<file path="config.mk">
export PLATFORM = sky130hd
export DESIGN_NAME = crono_ctrl
export DESIGN_NICKNAME = d
export VERILOG_FILES = /design/src/rtl/crono_ctrl.sv
export SDC_FILE = /design/constraint.sdc
export NUM_CORES = 1
export LEC_CHECK = 0
export ABC_AREA = 0
export CAP_MARGIN = 30
export CORE_UTILIZATION = 43
export CTS_CLUSTER_DIAMETER = 200
export CTS_CLUSTER_SIZE = 20
export DETAILED_ROUTE_END_ITERATION = 8
export PLACE_DENSITY = 0.71
export RECOVER_POWER = 100
export SYNTH_ARGS = -nofsm -noshare
export SYNTH_HDL_FRONTEND = slang
export SYNTH_SLANG_ARGS = --single-unit
</file>
<file path="constraint.sdc">
create_clock -name CLK -period 1.7 [get_ports CLK]
set_input_delay 0.34 -clock CLK [delete_from_list [all_inputs] [get_ports CLK]]
set_output_delay 0.34 -clock CLK [all_outputs]
set_load 0.02 [all_outputs]
</file>
<file path="src/rtl/crono_ctrl.sv">
// crono_ctrl: stopwatch control FSM with button edge detection,
// load/clear pulse generation and count-enable gating.
module crono_ctrl #(
    parameter int PULSE_LEN = 2
) (
    input  logic       CLK,
    input  logic       RST,
    input  logic       START,
    input  logic       STOP,
    input  logic       CLEAR,
    input  logic       LOAD,
    input  logic       TICK,
    input  logic       MAX,
    output logic       P,
    output logic       ZERO,
    output logic       CNT_EN,
    output logic       RUNNING,
    output logic       DONE,
    output logic [2:0] STATE
);

    typedef enum logic [2:0] {
        S_IDLE  = 3'd0,
        S_LOAD  = 3'd1,
        S_RUN   = 3'd2,
        S_PAUSE = 3'd3,
        S_DONE  = 3'd4,
        S_CLR   = 3'd5
    } state_t;

    localparam logic [3:0] PULSE_INIT = 4'(PULSE_LEN - 1);

    state_t     state;
    state_t     state_n;
    logic [3:0] cnt;
    logic [3:0] cnt_n;

    logic start_q;
    logic stop_q;
    logic clear_q;
    logic load_q;

    // Raw rising-edge events.
    logic ev_start;
    logic ev_stop;
    logic ev_clear;
    logic ev_load;

    // Events after priority: only the highest one survives.
    logic clr;
    logic ld;
    logic stp;
    logic sta;

    assign ev_start = START & ~start_q;
    assign ev_stop  = STOP  & ~stop_q;
    assign ev_clear = CLEAR & ~clear_q;
    assign ev_load  = LOAD  & ~load_q;

    assign clr = ev_clear;
    assign ld  = ev_load  & ~ev_clear;
    assign stp = ev_stop  & ~ev_clear & ~ev_load;
    assign sta = ev_start & ~ev_clear & ~ev_load & ~ev_stop;

    // Button copies; reset high so a held button needs a fresh press.
    always_ff @(posedge CLK or posedge RST) begin
        if (RST) begin
            start_q <= 1'b1;
            stop_q  <= 1'b1;
            clear_q <= 1'b1;
            load_q  <= 1'b1;
        end else begin
            start_q <= START;
            stop_q  <= STOP;
            clear_q <= CLEAR;
            load_q  <= LOAD;
        end
    end

    // State and pulse counter registers.
    always_ff @(posedge CLK or posedge RST) begin
        if (RST) begin
            state <= S_IDLE;
            cnt   <= 4'd0;
        end else begin
            state <= state_n;
            cnt   <= cnt_n;
        end
    end

    // Next-state and pulse counter logic.
    always_comb begin
        state_n = state;
        cnt_n   = cnt;
        if (state == S_CLR) begin
            if (cnt == 4'd0) state_n = S_IDLE;
            else             cnt_n   = cnt - 4'd1;
        end else if (clr) begin
            state_n = S_CLR;
            cnt_n   = PULSE_INIT;
        end else if (state == S_LOAD) begin
            if (cnt == 4'd0) state_n = S_PAUSE;
            else             cnt_n   = cnt - 4'd1;
        end else if (ld) begin
            state_n = S_LOAD;
            cnt_n   = PULSE_INIT;
        end else begin
            case (state)
                S_IDLE: begin
                    if (sta) state_n = S_RUN;
                end
                S_RUN: begin
                    if (stp)              state_n = S_PAUSE;
                    else if (TICK && MAX) state_n = S_DONE;
                end
                S_PAUSE: begin
                    if (sta) state_n = MAX ? S_DONE : S_RUN;
                end
                S_DONE: begin
                end
                default: state_n = S_IDLE;
            endcase
        end
    end

    assign P       = (state == S_LOAD) || (state == S_CLR);
    assign ZERO    = (state == S_CLR);
    assign RUNNING = (state == S_RUN);
    assign DONE    = (state == S_DONE);
    assign CNT_EN  = TICK & ~MAX & (state == S_RUN);
    assign STATE   = state;

endmodule
</file>
==> run summary, run 1 <==
CELLS AND AREA
--------------------------------------------------------------------------------
Area used by sequential logic in the layout .......................      282 µm²
Filler-free cell count of the finished design .....................          133
Layout cell share with drive strength beyond 1 ....................        47.0%
Antenna diode instance count ......................................            0
# fillers .........................................................          118
Area of the multi-input gates .....................................      449 µm²
Post-Layout Inst Area .............................................  0.00111 mm²
Post-layout net count .............................................          127
Area growth syn-to-layout .........................................        54.4%

CLOCK TREE
--------------------------------------------------------------------------------
CTS root buffer ................................................... sky130_fd_sc_hd__clkbuf_4
CTS clk-pin slew, worst paths .....................................      0.06 ns
CTS tree ..........................................................          yes
Buffers from clock root to sink, at most ..........................            2
Total number of H-tree levels .....................................            1
Clock latency on the worst-skew pair ..............................      0.26 ns
Quantity of hold-fixing buffers added after cts ...................            0
Total CTS buffers .................................................            3
Clk sink count ....................................................           11

WORST SETUP PATH
--------------------------------------------------------------------------------
CP startpoint kind ................................................    flip-flop
Start of the worst register-to-register path ...................... cnt[0]$_DFFE_PP0P_
Internal reg-to-reg setup slack ...................................      0.07 ns
Required time of the critical path ................................      1.36 ns
Critical Path Fanout Max ..........................................            9
Slowest cell on the critical path ................................. sky130_fd_sc_hd__dfrtp_1
CP Capture Type ................................................... primary output
Worst Reg2Reg Path Length in Cells ................................            7
CP max stage delay ................................................      0.35 ns
CP cell instances ................................................. buf_4 > inv_1 > nor2_1 > clkdlybuf4s15_2
Worst setup path class ............................................ flip-flop to primary output
Destination of the worst register-to-register timing path ......... STATE[2]$_DFFE_PP0P_
Startpoint of the most critical setup path ........................ STATE[2]$_DFFE_PP0P_
CP Data Arrival Time ..............................................      1.33 ns
Family with the most delay on the worst path ...................... buffers and inverters
Total buffers and inverters traversed by the critical path ........            3

YOSYS
--------------------------------------------------------------------------------
Top_reg_cell synth ................................................ sky130_fd_sc_hd__dfrtp_1
Area contributors post-synth ...................................... sky130_fd_sc_hd__dfrtp_1, sky130_fd_sc_hd__dfstp_2, sky130_fd_sc_hd__nor2_1
Share of Yosys cell area claimed by the top area cell type ........        24.3%
Share of async-settable or async-resettable flops after synthesis .         100%
Post-Syn Area .....................................................      719 µm²
Cell type with the largest total area after synthesis ............. sky130_fd_sc_hd__dfrtp_1
Number of enable-type register cells in the synthesized netlist ...            0
Total nets after synthesis ........................................           85
Count of warnings emitted by yosys ................................            0
Top-count cell post-synth ......................................... sky130_fd_sc_hd__nor2_1
List of most frequent post-synthesis cells ........................ sky130_fd_sc_hd__nor2_1, sky130_fd_sc_hd__dfrtp_1, sky130_fd_sc_hd__nand2_1
Count of mapped cells out of synthesis ............................           76
Number of library cell types mapped by synthesis ..................           35
Flops & latches, synth ............................................           11
Post-synthesis area per instance ..................................     9.47 µm²
Share of the yosys chip area belonging to registers ...............        39.0%

POWER
--------------------------------------------------------------------------------
Leakage dissipation ...............................................     0.494 nW
Worst vdd ir ......................................................    0.00107 V
PD cells ..........................................................  1640 mW/mm²

GRT
--------------------------------------------------------------------------------
Via count of the first global-routing pass ........................          692
Maximum number of pins on one net before global-route repair ......           12
Number of antenna violations at the first check in global routing .            0
Global-route congestion overflow total ............................            0
Wire length of the first global-routing pass ......................      2980 µm
Global routing usage summed across all routing layers .............        21.7%

TIMING
--------------------------------------------------------------------------------
Worst slew slack as a fraction of its limit .......................        73.3%
Final worst-path cycle share ......................................        98.5%
Setup slack of the critical path after layout .....................    0.0254 ns
Crit path time final ..............................................      1.67 ns
Final number of setup-violating endpoints .........................            0
RSZ-0062 raised after global routing ..............................         true
Final number of max-transition violations .........................            0
Final hold viol count .............................................            0
Setup clock skew after layout .....................................   0.00215 ns
Minimum hold slack ................................................     0.494 ns
Measured slew at the worst slew-check pin .........................     0.400 ns
Maximum achievable frequency ......................................    0.597 GHz

PLACE
--------------------------------------------------------------------------------
Placed cell count .................................................          128
Post-DP HPWL ......................................................      1400 µm
Quantity of I/O buffers inserted on ports .........................           15
GP Congestion .....................................................        0.859
Worst setup slack before clock tree synthesis .....................    -0.295 ns
Placement-stage cell area .........................................  0.00105 mm²

DIE
--------------------------------------------------------------------------------
Count of pins on the block boundary ...............................           16
Initial Util ......................................................        46.7%
Core Region .......................................................  0.00154 mm²
Width of the die ..................................................      42.9 µm
Number of cell rows ...............................................           14
Die Footprint .....................................................  0.00184 mm²
Y dimension of the die ............................................      42.9 µm

ROUTE
--------------------------------------------------------------------------------
Drc violations ....................................................            0
Via density per instance ..........................................         5.51
DRT Pass-1 Iters ..................................................            4
DRT antenna net count .............................................            0
Number of vias after detailed routing .............................          733
Total Routed Length ...............................................      1880 µm
Violation count after the first detailed-route iteration ..........           19
Post-DR wirelength/cell ...........................................      14.1 µm

RUN
--------------------------------------------------------------------------------
Max-capacitance violation count ...................................            0

STATUS
--------------------------------------------------------------------------------
Status ............................................................ finished clean

HOLD PATH
--------------------------------------------------------------------------------
Type of the most critical hold path ............................... primary input to asynchronous set/reset pin

==> cell type report <==
cell class	instances	area share, %
clock buffers	4	2.36
inverters	6	2.03
multi-input cells	57	40.4
flip-flops and latches	11	25.3
well taps	16	1.80
repair buffers	39	28.0
==> per-layer routing <==
| layer | global-route usage, % | up-vias | wire length [µm] | part of all wire [%] |
|---|---|---|---|---|
| li1 | - | 361 | - | - |
| met1 | 25.7 | 340 | 787 | 42 |
| met2 | 38.5 | 28 | 956 | 51 |
| met3 | 6.38 | 4 | 101 | 5.4 |
| met4 | 4.38 | 0 | 29 | 1.5 |
| met5 | 0 | - | 0 | 0 |
==> registers in the layout (all words and copies together), names as in the netlist <==
| name | cells |
|---|---|
| load_q | 1 |
| clear_q | 1 |
| start_q | 1 |
| cnt | 4 |
| stop_q | 1 |
| STATE | 3 |
==> cells by family after synthesis <==
family / synth area share (%)
adder cells (fa/ha/maj): 1.74
flip-flops: 39.0
multiplexers: 2.09
AO/OA/AOI/OAI: 26.6
buffers and inverters: 5.39
AND/OR/NAND/NOR: 25.2
==> worst register-to-register path, cell delays in order, from the launching register on <==
cell,delay (ns)
sky130_fd_sc_hd__dfrtp_1,0.37
sky130_fd_sc_hd__inv_1,0.07
sky130_fd_sc_hd__ha_2,0.18
sky130_fd_sc_hd__or3b_4,0.39
sky130_fd_sc_hd__buf_4,0.17
sky130_fd_sc_hd__a21oi_2,0.12
sky130_fd_sc_hd__o221ai_1,0.12
sky130_fd_sc_hd__o211ai_1,0.12
==> layout by cell type, fill, tap and decap left out, types with 2 or more instances in the layout <==
master / instances
sky130_fd_sc_hd__nand2b_1: 3
sky130_fd_sc_hd__nand2_1: 6
sky130_fd_sc_hd__dlygate4sd3_1: 2
sky130_fd_sc_hd__o221ai_1: 2
sky130_fd_sc_hd__o21ai_2: 2
sky130_fd_sc_hd__nor2_1: 9
sky130_fd_sc_hd__nor2b_1: 2
sky130_fd_sc_hd__o21ai_0: 2
sky130_fd_sc_hd__dlygate4sd2_1: 4
sky130_fd_sc_hd__clkdlybuf4s50_1: 5
sky130_fd_sc_hd__clkbuf_4: 3
sky130_fd_sc_hd__a311oi_2: 2
sky130_fd_sc_hd__dfrtp_1: 6
sky130_fd_sc_hd__a21oi_1: 2
sky130_fd_sc_hd__nor3_1: 2
sky130_fd_sc_hd__inv_1: 6
sky130_fd_sc_hd__clkbuf_2: 2
sky130_fd_sc_hd__dfstp_2: 4
sky130_fd_sc_hd__buf_4: 24
sky130_fd_sc_hd__o21ai_1: 3
==> per-stage QoR <==
step / setup TNS (ns) / power [mW] / utilization (%)
2_1_floorplan: 0 / 1.08 / -
3_3_place_gp: -0.845 / 1.54 / 68.3
3_5_place_dp: -1.11 / 1.58 / 68.3
4_1_cts: 0 / 1.73 / 70.2
5_1_grt: -0.103 / 1.94 / 72.1
6_report: 0 / 1.82 / 72.1
==> where the power goes <==
part	switching, mW	internal [mW]
combinational	0.654	0.602
sequential	0.0595	0.340
clock	0.0784	0.0907
==> repair_timing <==
| action | in CTS | in global routing |
|---|---|---|
| gates resized for setup | 18 | 12 |
| setup buffers | 0 | 1 |
| setup endpoints to repair | 10 | 9 |
| pin swaps | 0 | 4 |
==> worst max path at each step <==
stage | to | slack [ns] | depth (start not counted)
finish | ZERO | 0.03 | 4
global route | STATE[1]$_DFFE_PP0P_ | -0.06 | 7
CTS | DONE | 0.003 | 4
detailed placement | CNT_EN | -0.29 | 3
global placement | CNT_EN | -0.26 | 3
floorplan | STATE[1]$_DFFE_PP0P_ | 0.05 | 5
(Power assumes the default switching activity.)
==> run 2, diff against run 1 <==
- CORE_UTILIZATION: 43 -> 49
- GPL_ROUTABILITY_DRIVEN: unset -> 0
- PLACE_DENSITY: 0.71 -> 0.76
- clock period: 1.7 -> 2.1 ns (I/O delays scaled with it)
==> run summary, run 2 (same netlist as run 1, synthesis figures left out) <==
GRT
--------------------------------------------------------------------------------
Wire length of the first global-routing pass ......................      2330 µm
Maximum number of pins on one net before global-route repair ......           12
Number of antenna violations at the first check in global routing .            0
Via count of the first global-routing pass ........................          536
Global routing usage summed across all routing layers .............        22.3%
Global-route congestion overflow total ............................            0

ROUTE
--------------------------------------------------------------------------------
DRT antenna net count .............................................            0
Number of vias after detailed routing .............................          659
Via density per instance ..........................................         5.78
Post-DR wirelength/cell ...........................................      12.5 µm
Violation count after the first detailed-route iteration ..........           26
Drc violations ....................................................            0
Total Routed Length ...............................................      1430 µm
DRT Pass-1 Iters ..................................................            4

CELLS AND AREA
--------------------------------------------------------------------------------
Post-Layout Inst Area .............................................      912 µm²
Max reg flops .....................................................            4
Most common cell after layout, fill and taps aside ................ sky130_fd_sc_hd__nor2_1
Antenna diode instance count ......................................            0
Post-layout net count .............................................          109
Highest-count cells in the layout ignoring fill and taps .......... sky130_fd_sc_hd__nor2_1, sky130_fd_sc_hd__dlygate4sd3_1, sky130_fd_sc_hd__dfrtp_1, sky130_fd_sc_hd__nand2_1, sky130_fd_sc_hd__buf_4
Layout cell share with drive strength beyond 1 ....................        20.2%
Area growth syn-to-layout .........................................        26.8%
Register with the highest flop count ..............................          cnt

TIMING
--------------------------------------------------------------------------------
Final number of setup-violating endpoints .........................            0
Final hold viol count .............................................            0
Final worst-path cycle share ......................................        92.5%
Maximum achievable frequency ......................................    0.515 GHz
Final number of max-transition violations .........................            0
Measured slew at the worst slew-check pin .........................     0.415 ns
Setup clock skew after layout .....................................   0.00207 ns
Crit path time final ..............................................      1.94 ns
Sum Neg Setup Slack ...............................................         0 ns
RSZ-0062 raised after global routing ..............................        false
Setup slack of the critical path after layout .....................     0.158 ns
Worst slew slack as a fraction of its limit .......................        72.2%

CLOCK TREE
--------------------------------------------------------------------------------
Buffers from clock root to sink, at most ..........................            2
CTS clk-pin slew, worst paths .....................................      0.06 ns
Total CTS buffers .................................................            3
CTS tree ..........................................................          yes
CTS root buffer ................................................... sky130_fd_sc_hd__clkbuf_4
Clock latency on the worst-skew pair ..............................      0.28 ns
Total number of H-tree levels .....................................            1
Clk sink count ....................................................           11

WORST SETUP PATH
--------------------------------------------------------------------------------
Worst setup path class ............................................ flip-flop to primary output
Worst Reg2Reg Path Length in Cells ................................            7
CP startpoint kind ................................................    flip-flop
Start of the worst register-to-register path ...................... cnt[0]$_DFFE_PP0P_
CP Capture Type ................................................... primary output
Required time of the critical path ................................      1.68 ns
Critical Path Fanout Max ..........................................            7
CP Data Arrival Time ..............................................      1.52 ns
Internal reg-to-reg setup slack ...................................      0.18 ns
Destination of the worst register-to-register timing path ......... STATE[1]$_DFFE_PP0P_

DIE
--------------------------------------------------------------------------------
Width of the die ..................................................      40.3 µm
Number of cell rows ...............................................           13
Die Footprint .....................................................  0.00163 mm²
Count of pins on the block boundary ...............................           16
Y dimension of the die ............................................      40.3 µm
Core Region .......................................................  0.00133 mm²
Initial Util ......................................................        53.9%

HOLD PATH
--------------------------------------------------------------------------------
Type of the most critical hold path ............................... flip-flop to flip-flop
Startpoint of the most critical hold path ......................... cnt[2]$_DFFE_PP0P_
End point of the worst hold path .................................. cnt[2]$_DFFE_PP0P_
Number of cells on the worst hold path ............................            1

POWER
--------------------------------------------------------------------------------
Power Internal ....................................................       651 µW
Switching share of power ..........................................        45.2%
NetSw .............................................................       536 µW
Share of power burned in the clock network ........................        12.0%
Worst vdd ir ......................................................   0.000691 V
Power share of the sequential group ...............................        27.5%
PD cells ..........................................................  1300 mW/mm²
Combinational fraction of design power ............................        60.4%
Leakage dissipation ...............................................     0.387 nW

STATUS
--------------------------------------------------------------------------------
Status ............................................................ finished clean

PLACE
--------------------------------------------------------------------------------
Worst setup slack before clock tree synthesis .....................    -0.127 ns
Placement-stage cell area .........................................      917 µm²
Quantity of I/O buffers inserted on ports .........................           15
Post-DP HPWL ......................................................      1120 µm

RUN
--------------------------------------------------------------------------------
Max-capacitance violation count ...................................            0

## run 2: cell types whose count changed in the layout (fill, tap and decap cells not counted), moves of 2 or more
cell	delta
sky130_fd_sc_hd__buf_4	-18
sky130_fd_sc_hd__clkbuf_1	+3
sky130_fd_sc_hd__clkbuf_2	-2
sky130_fd_sc_hd__clkdlybuf4s50_1	-3
sky130_fd_sc_hd__dlygate4sd2_1	-2
sky130_fd_sc_hd__dlygate4sd3_1	+6
sky130_fd_sc_hd__o21ai_0	+2
sky130_fd_sc_hd__o21ai_2	-2
## run 2: worst max path at each step
stage / start / endpoint / slack, ns / depth (start not counted)
6_report: STATE[1]$_DFFE_PP0P_ / STATE[1] / 0.16 / 2
5_1_grt: cnt[0]$_DFFE_PP0P_ / STATE[1]$_DFFE_PP0P_ / 0.08 / 7
4_1_cts: STATE[1]$_DFFE_PP0P_ / DONE / 0.01 / 3
3_5_place_dp: TICK / CNT_EN / -0.13 / 3
3_3_place_gp: TICK / CNT_EN / -0.08 / 3
2_1_floorplan: STATE[2]$_DFFE_PP0P_ / CNT_EN / 0.12 / 3
## run 2: what timing repair did
item / in CTS / in global routing
pin swaps: 0 / 0
gates cloned: 0 / 0
setup buffers: 0 / 0
resized for setup: 2 / 3
setup endpoints to repair: 2 / 3
hold buffers: 0 / 0
## run 2: per-stage QoR
step                cells  hold WS, ns  utilization [%]  power [mW]
floorplan              76        0.270                -       0.871
global placement      110        0.512             68.8        1.09
detailed placement    110        0.531             68.8        1.11
CTS                   114        0.437             70.5        1.25
global route          114        0.579             68.4        1.29
finish                114        0.535             68.4        1.19
## run 2: metal layers
layer / track usage [%] / wire length, µm
met2: 32.7 / 665
met3: 8.33 / 117
met5: 0 / 0
met1: 29.1 / 629
met4: 10.0 / 18
## run 2: final cells by class
type | count | area, µm²
well taps | 15 | 18.8
multi-input cells | 57 | 390
repair buffers | 21 | 174
flip-flops and latches | 11 | 280
clock buffers | 4 | 26.3
fillers | 118 | 422
inverters | 6 | 22.5
## run 2: power groups by stage
| stage | clock [mW] | sequential (mW) | combinational (mW) |
|---|---|---|---|
| 6_report | 0.143 | 0.327 | 0.717 |
| 5_1_grt | 0.156 | 0.337 | 0.797 |
| 4_1_cts | 0.146 | 0.329 | 0.775 |
| 3_5_place_dp | 0 | 0.333 | 0.780 |
| 3_3_place_gp | 0 | 0.330 | 0.763 |
| 2_1_floorplan | 0 | 0.358 | 0.513 |
## run 2: worst max-delay path, cell delays in order (launching register included)
cell	delay [ns]
sky130_fd_sc_hd__dfrtp_1	0.40
sky130_fd_sc_hd__buf_4	0.17
sky130_fd_sc_hd__dlygate4sd3_1	0.67
==> run 3, diff against run 2 <==
- CTS_CLUSTER_DIAMETER: 200 -> 40
==> results of run 3 <==
Final layout, timing and power as in run 2 (identical DEF).
